===== src/rtl/demo_de0_sys_st_byte_serializer.sv =====
// ---------------------------------------------------------------------------
// demo_de0_sys_st_byte_serializer
//
// Avalon-ST width adapter: accepts one 32-bit word per handshake and emits it
// as four 8-bit symbols, most-significant byte first. Packet boundaries are
// passed through; an EOP word is truncated to (4 - in_empty) symbols.
// Sustains one symbol per clock with no bubble between consecutive words.
//
// Ports:
//   clk               system clock, rising edge
//   reset_n           asynchronous active-low reset
//   in_ready          sink ready (combinational from registered state + out_ready)
//   in_valid          upstream word valid
//   in_data           upstream word, byte 0 = [31:24]
//   in_startofpacket  word is first of packet
//   in_endofpacket    word is last of packet
//   in_empty          unused low-order bytes of an EOP word
//   out_ready         downstream ready
//   out_valid         symbol valid (registered)
//   out_data          current symbol
//   out_startofpacket symbol is first byte of packet
//   out_endofpacket   symbol is last byte of packet
// ---------------------------------------------------------------------------
module demo_de0_sys_st_byte_serializer #(
   parameter int unsigned IN_WIDTH     = 32,
   parameter int unsigned SYMBOL_WIDTH = 8
) (
   input  logic                    clk,
   input  logic                    reset_n,
   output logic                    in_ready,
   input  logic                    in_valid,
   input  logic [IN_WIDTH-1:0]     in_data,
   input  logic                    in_startofpacket,
   input  logic                    in_endofpacket,
   input  logic [1:0]              in_empty,
   input  logic                    out_ready,
   output logic                    out_valid,
   output logic [SYMBOL_WIDTH-1:0] out_data,
   output logic                    out_startofpacket,
   output logic                    out_endofpacket
);

   logic                r_hold_valid;
   logic [IN_WIDTH-1:0] r_word;
   logic                r_sop;
   logic                r_eop;
   logic [1:0]          r_byte_idx;
   logic [1:0]          r_last_idx;

   logic                w_at_last;
   logic                w_last_beat;
   logic                w_accept;

   assign w_at_last   = (r_byte_idx == r_last_idx);
   assign w_last_beat = r_hold_valid & out_ready & w_at_last;

   // Refill on the same edge the final byte leaves, so words stream gap-free.
   assign in_ready = ~r_hold_valid | w_last_beat;
   assign w_accept = in_valid & in_ready;

   always_ff @(posedge clk or negedge reset_n) begin
      if (!reset_n) begin
         r_hold_valid <= 1'b0;
         r_word       <= '0;
         r_sop        <= 1'b0;
         r_eop        <= 1'b0;
         r_byte_idx   <= 2'd0;
         r_last_idx   <= 2'd3;
      end else if (w_accept) begin
         // A load takes priority over the last-beat release.
         r_hold_valid <= 1'b1;
         r_word       <= in_data;
         r_sop        <= in_startofpacket;
         r_eop        <= in_endofpacket;
         r_byte_idx   <= 2'd0;
         // in_empty only truncates EOP words.
         r_last_idx   <= in_endofpacket ? (2'd3 - in_empty) : 2'd3;
      end else if (w_last_beat) begin
         r_hold_valid <= 1'b0;
         r_byte_idx   <= 2'd0;
      end else if (r_hold_valid && out_ready) begin
         r_byte_idx   <= r_byte_idx + 2'd1;
      end
   end

   // MSB-first symbol select.
   always_comb begin
      out_data = '0;
      unique case (r_byte_idx)
         2'd0: out_data = r_word[IN_WIDTH-1                  -: SYMBOL_WIDTH];
         2'd1: out_data = r_word[IN_WIDTH-1-SYMBOL_WIDTH     -: SYMBOL_WIDTH];
         2'd2: out_data = r_word[IN_WIDTH-1-2*SYMBOL_WIDTH   -: SYMBOL_WIDTH];
         2'd3: out_data = r_word[IN_WIDTH-1-3*SYMBOL_WIDTH   -: SYMBOL_WIDTH];
      endcase
   end

   assign out_valid         = r_hold_valid;
   assign out_startofpacket = r_hold_valid & r_sop & (r_byte_idx == 2'd0);
   assign out_endofpacket   = r_hold_valid & r_eop & w_at_last;

endmodule


===== config.mk =====
export PLATFORM = sky130hd
export DESIGN_NAME = demo_de0_sys_st_byte_serializer
export DESIGN_NICKNAME = d
export VERILOG_FILES = /design/src/rtl/demo_de0_sys_st_byte_serializer.sv
export SDC_FILE = /design/constraint.sdc
export NUM_CORES = 1
export LEC_CHECK = 0
export ABC_AREA = 1
export CAP_MARGIN = 15
export CORE_MARGIN = 5
export CORE_UTILIZATION = 30
export DETAILED_ROUTE_END_ITERATION = 12
export PLACE_DENSITY = 0.58
export SYNTH_ARGS = -nofsm -noshare
export SYNTH_HDL_FRONTEND = slang
export SYNTH_SLANG_ARGS = --single-unit

===== constraint.sdc =====
create_clock -name clk -period 1.5 [get_ports clk]
set_input_delay 0.225 -clock clk [delete_from_list [all_inputs] [get_ports clk]]
set_output_delay 0.225 -clock clk [all_outputs]
set_load 0.02 [all_outputs]

==> results of run 1 <==
-- cell families (layout without fill, tap and decap cells) --
kind of cell	count (synthesis)	after routing	synth area share (%)
and+or+nand+nor	156	156	33.6
DFF	39	39	51.0
buffers and inverters	22	106	6.92
AOI/OAI and AO/OA	18	18	5.22
adders and majority gates	5	5	3.26
-- final timing paths --
kind / endpoint / slack, ps / depth (start not counted) / startpoint
max in group asynchronous: r_last_idx[0] / 830 / 3 / reset_n
min reg2reg: r_word[15] / 500 / 2 / r_word[15]
max reg2reg: r_word[3] / -110 / 11 / r_byte_idx[0]
min: r_sop / 420 / 3 / reset_n
min in group clk: r_word[23] / 480 / 3 / in_data[23]
max: out_data[3] / -290 / 5 / r_byte_idx[0]
-- layout make-up --
class                           instances  area share [%]
Clock buffer                            6            2.24
Multi-Input combinational cell        179            38.3
Timing Repair Buffer                   91            28.6
Tap cell                               77            2.61
Sequential cell                        39            26.6
Clock inverter                          2           0.951
Inverter                                7           0.781
-- registers in the layout, summed over array words and instances (netlist names) --
signal,count
r_word,32
r_byte_idx,2
r_last_idx,2
out_valid,1
r_eop,1
r_sop,1
-- repair_timing --
item / CTS / global route
setup endpoints to repair: 49 / 48
endpoints found under the hold margin: 37 / 0
gates resized for setup: 115 / 116
setup buffers: 12 / 6
cloned: 9 / 0
hold buffers: 1 / 0
pin swaps: 6 / 29
-- cells in the mapped netlist --
cell | count | area share, %
a21oi_1 | 9 | 2.3
a31oi_1 | 8 | 2.6
buf_1 | 2 | 0.39
buf_2 | 4 | 1.0
buf_6 | 6 | 3.5
clkbuf_1 | 3 | 0.59
dfrtp_1 | 37 | 48
dfstp_2 | 2 | 2.7
ha_1 | 5 | 3.3
inv_1 | 5 | 0.98
inv_2 | 2 | 0.39
nand2_1 | 106 | 21
nand2_2 | 2 | 0.65
nand3_1 | 37 | 9.7
nand3_2 | 1 | 0.52
nor2_1 | 10 | 2.0
o21ai_0 | 1 | 0.26
-- power groups by stage --
stage | combinational, mW | clock, mW | sequential [mW]
detailed placement | 2.87 | 0 | 1.90
finish | 5.15 | 0.903 | 2.16
global route | 5.53 | 0.969 | 2.21
global placement | 2.84 | 0 | 1.89
floorplan | 1.83 | 0 | 1.82
CTS | 4.35 | 0.916 | 1.92
-- cell usage in the layout (no fill, tap or decap) --
cell and instances:
clkdlybuf4s50_1 38, buf_8 2, buf_6 10, nand3_2 18
dlygate4sd3_1 1, a31oi_2 8, clkinv_2 1, nand2_1 42
inv_4 1, buf_16 5, inv_1 2, a21oi_1 1
inv_2 4, nand2_2 35, nand3_1 18, o21ai_0 1
bufinv_16 1, nand2_4 30, buf_4 21, a21oi_4 3
ha_4 5, buf_2 3, dfstp_2 2, dlygate4sd2_1 1
nand2_8 1, dfrtp_1 36, nor2_2 2, nor2_1 8
a21oi_2 5, nand3_4 2, clkbuf_8 6, dfrtp_2 1
buf_12 10
-- metal layers --
layer | share of wire, % | routed length (microns) | global-route usage, %
met1 | 44 | 2930 | 21.1
met2 | 51 | 3430 | 27.2
met3 | 3.1 | 209 | 3.76
met4 | 2.2 | 151 | 7.32
met5 | 0 | 0 | 0
-- stage by stage --
step | setup slack, ps | hold slack, ps | cell area [sq um] | cells
global route | -333 | 446 | 3680 | 401
detailed placement | -522 | 209 | 2630 | 370
global placement | -487 | 208 | 2630 | 370
CTS | -242 | 429 | 3330 | 400
floorplan | 6.80 | -70.6 | 1970 | 240
finish | -290 | 418 | 3680 | 401
-- critical path: cells and delay by family (launching register included) --
kind            cells  cell delay [ps]
flops               1              460
buf+inv             2              310
fa+ha+maj           1              210
compound gates      2              290
==> flow_summary.yaml, run 1 <==
worst_setup_path:
  critPathRequiredTime_ps: 1270
  crit_path_end_kind: "output port"
  crit_path_cell_trace: "buf_6 > ha_4 > a21oi_2 > a31oi_2 > buf_4"
  cp_slowest_stage_delay_ps: 460
  path_class: "reg -> out"
  slowest_stage: "dfrtp_2"
  startpoint_type: "register"
  arrival_ps: 1570
  cp_max_fo: 8
die:
  dieArea_sq_um: 8090
  num_io_pins: 52
  chipWidth_microns: 89.9
  core_sq_um: 6280
  placementRows: 29
  start_util_pct: 30.5
  die-height_microns: 89.9
sta:
  max_freq_mhz: 559
  clock-skew-final_ps: 4.73
  rsz0062_at_grt: "true"
  slew_headroom_pct: 76.7
  drv_slew: 0
  tns_ps: -5750
  layout_setup_ws_ps: -290
  setup_viol: 48
  period_share_pct: 119
  hold_viol_final: 0
  period_minus_slack_ps: 1790
  worstMarginPinSlew_ps: 348
detailed_routing:
  ant_nets: 0
  firstDrtPassIters: 4
  drcViolationCount: 0
  first_iter_violations: 75
  wl_per_cell_microns: 16.8
  vias: 1965
  wirelength_mm: 6.72
  drt-vias-per-instance: 4.90
power_and_ir_drop:
  power.density_nw_per_um2: 2230
  p_sw_share_pct: 42.2
  vdd_drop_max_mv: 1.02
  seqPwrFrac_pct: 26.3
  p_total_mw: 8.21
  p_sw_mw: 3.47
  clkPwrFrac_pct: 11.0
  internal_power_mw: 4.75
  power_leakage_nw: 1.65
  comb_power_share_pct: 62.7
global_routing:
  grt_pass1_wl_mm: 11.0
  antenna_found_initial: 0
  grt_pass1_vias: 2194
  grt_max_degree: 40
  grtUsageTotal_pct: 16.7
  overflow: 0
yosys:
  synth_area_sq_um: 1920
  synthesis.nets: 285
  avgSynthCellArea_sq_um: 7.99
  ys_seq_elements: 39
  synthDistinctLibCells: 17
  syn_inst: 240
  yosys_warnings: 0
  ys_seq_area_share_pct: 51.0
clocking:
  numCtsBuffers: 5
  cts.path.max_buffers: 2
  clkTransAtPathRegs_ps: 80
  cts_sinks: 39
  insertion_delay_ps: 290
  htreeDepth: 2
  cts_root_buf: "clkbuf_8"
  cts_tree: "yes"
final_layout:
  antennaDiodeCount: 0
  synthToLayoutAreaGrowth_pct: 92.2
  multi_input_area_sq_um: 1410
  num-nets-final: 368
  nFillCells: 517
  post-route-util_pct: 58.7
  drive_above_1_share_pct: 54.3
  regArea_sq_um: 980
outcome:
  outcome: "finished with violations"
  failed_checks: "setup timing"
hold_path:
  hold_path_class: "in -> async"
place:
  gp_congestion: 0.822
  dpl.hpwl_mm: 3.73
  io_buffers: 51
job:
  maxCapViolCount: 0
Note: power is estimated with default switching activity, not from simulation.
==> run 2: changes to the inputs <==
--- a/config.mk
+++ b/config.mk
@@ -10,6 +10,7 @@
 export CORE_MARGIN = 5
 export CORE_UTILIZATION = 30
 export DETAILED_ROUTE_END_ITERATION = 12
+export GPL_TIMING_DRIVEN = 0
 export PLACE_DENSITY = 0.58
 export SYNTH_ARGS = -nofsm -noshare
 export SYNTH_HDL_FRONTEND = slang
==> run 2 against run 1 <==
Routed wire length down 4.1%. The run still ends with setup timing left. Register-to-register slack lost 50 ps. Clock power is 17% higher. Global-route usage down 1.5 points. Critical endpoint unchanged. Via count shrank 1.9%. Fmax fell by 0.75%. Worst setup slack got worse by 14 ps. Combinational power decreased by 15%. Sequential share of layout area increased by 2.5 points. Clock-buffer cell count fell by 1.
==> flow_summary.yaml, run 2 (synthesis gave the netlist of run 1 again) <==
outcome:
  outcome: "finished with violations"
  failed_checks: "setup timing"
place:
  io_buffers: 51
  post-place-cells: 368
  gp_congestion: 0.817
  dpl.hpwl_mm: 3.82
worst_setup_path:
  reg2reg_from: "r_byte_idx[1]"
  regToRegSetupSlack_ps: -160
  path_delay_family: "flip-flops"
  reg2regPathDepth: 11
  crit_start: "r_byte_idx[0]"
  endpoint: "out_data[3]"
  crit_path_end_kind: "output port"
  cp.depth: 6
  reg2reg_to: "r_word[24]"
  slowest_stage: "dfrtp_2"
  startpoint_type: "register"
  critPathRequiredTime_ps: 1270
  path_class: "reg -> out"
  arrival_ps: 1580
  crit_buf_inv: 3
  critical_path.most_common_cell: "buf_6"
  cp_slowest_stage_delay_ps: 480
  crit_path_cell_trace: "inv_4 > ha_4 > buf_6 > a21oi_4 > a31oi_4 > buf_6"
  cp_max_fo: 5
detailed_routing:
  drt-vias-per-instance: 4.88
  vias: 1928
  ant_nets: 0
  drcViolationCount: 0
  wl_per_cell_microns: 16.3
  wirelength_mm: 6.45
  first_iter_violations: 99
  firstDrtPassIters: 4
global_routing:
  grt.met3_usage_pct: 3.42
  grt_use_met2_pct: 24.5
  busiest_layer: "met2"
  grt_pass1_wl_mm: 9.94
  antenna_found_initial: 0
  grt_max_degree: 40
  overflow: 0
  grtUsageTotal_pct: 15.2
  grt_pass1_vias: 1974
  use_met1_pct: 19.7
job:
  maxCapViolCount: 0
sta:
  slew_headroom_pct: 42.1
  clock-skew-final_ps: 10.7
  worstMarginPinSlew_ps: 869
  setup_viol: 48
  max_freq_mhz: 554
  drv_slew: 0
  period_share_pct: 120
  period_minus_slack_ps: 1800
  layout_setup_ws_ps: -304
  hold_viol_final: 0
  rsz0062_at_grt: "true"
clocking:
  cts_tree: "yes"
  cts_root_buf: "clkbuf_8"
  numCtsBuffers: 5
  clkTransAtPathRegs_ps: 90
  insertion_delay_ps: 310
  cts.path.max_buffers: 2
  cts_sinks: 39
  htreeDepth: 2
power_and_ir_drop:
  vdd_drop_max_mv: 0.906
  power.density_nw_per_um2: 2220
  power_leakage_nw: 1.52
final_layout:
  largest_reg_flops: 32
  multi_input_area_sq_um: 1220
  post-route-util_pct: 53.8
  drive_above_1_share_pct: 46.2
  largest_registers: "r_word (32), r_byte_idx (2), r_last_idx (2)"
  max_flop_register: "r_word"
  fin_cells: 395
  regArea_sq_um: 981
  final_common_cell: "nand2_1"
  num-nets-final: 362
  layout_common_cells: "nand2_1 (63), nand2_2 (39), clkdlybuf4s50_1 (38)"
  nFillCells: 572
  synthToLayoutAreaGrowth_pct: 76.0
  antennaDiodeCount: 0
die:
  num_io_pins: 52
  start_util_pct: 30.5
  dieArea_sq_um: 8090
  placementRows: 29
  core_sq_um: 6280
  chipWidth_microns: 89.9
  die-height_microns: 89.9
hold_path:
  hold_path_class: "in -> async"
-- run 2: layout make-up --
cell class | count | area share (%)
Clock buffer | 5 | 2.04
Inverter | 7 | 1.00
Buffer | 11 | 3.63
Tap cell | 77 | 2.86
Timing Repair Buffer | 73 | 23.1
Multi-Input combinational cell | 180 | 36.3
Sequential cell | 39 | 29.1
Clock inverter | 3 | 2.00
-- run 2: what timing repair did --
item / 4_1_cts / 5_1_grt
cloned: 7 / 0
setup endpoints to repair: 31 / 48
pin swaps: 15 / 24
setup buffers: 15 / 2
gates resized for setup: 105 / 85
hold buffers: 0 / 0
-- run 2: through the flow --
stage	hold WS [ps]	setup TNS, ps	total power, mW	setup slack [ps]	area [sq um]
after CTS	62.5	-5320	6.78	-274	3060
after detailed placement	396	-12510	4.71	-769	2570
after global routing	95.0	-10750	7.93	-343	3370
after global placement	457	-41430	4.66	-777	2570
after floorplan	-70.6	0	3.65	6.80	1970
final	27.6	-8030	7.51	-304	3370
-- run 2: worst min path at each step --
stage	cells past startpoint	startpoint	to	slack, ps
floorplan	0	reset_n	out_valid	-70
global placement	2	r_word[19]	r_word[19]	460
detailed placement	1	reset_n	r_sop	400
CTS	1	reset_n	r_word[16]	60
global route	1	reset_n	r_word[16]	90
finish	1	reset_n	r_word[18]	30
-- run 2: per-layer routing --
| layer | routed length [microns] | up-vias | share of wire, % |
|---|---|---|---|
| li1 | - | 925 | - |
| met2 | 3200 | 56 | 50 |
| met5 | 0 | - | 0 |
| met4 | 136 | 0 | 2.1 |
| met3 | 318 | 12 | 4.9 |
| met1 | 2790 | 935 | 43 |
-- run 2: report_power, final --
group	total, mW	internal, mW	leakage (nW)	switching (mW)
combinational	4.38	2.18	0.974	2.20
sequential	2.08	1.58	0.477	0.497
clock	1.06	0.663	0.0644	0.394
total	7.51	4.42	1.52	3.09
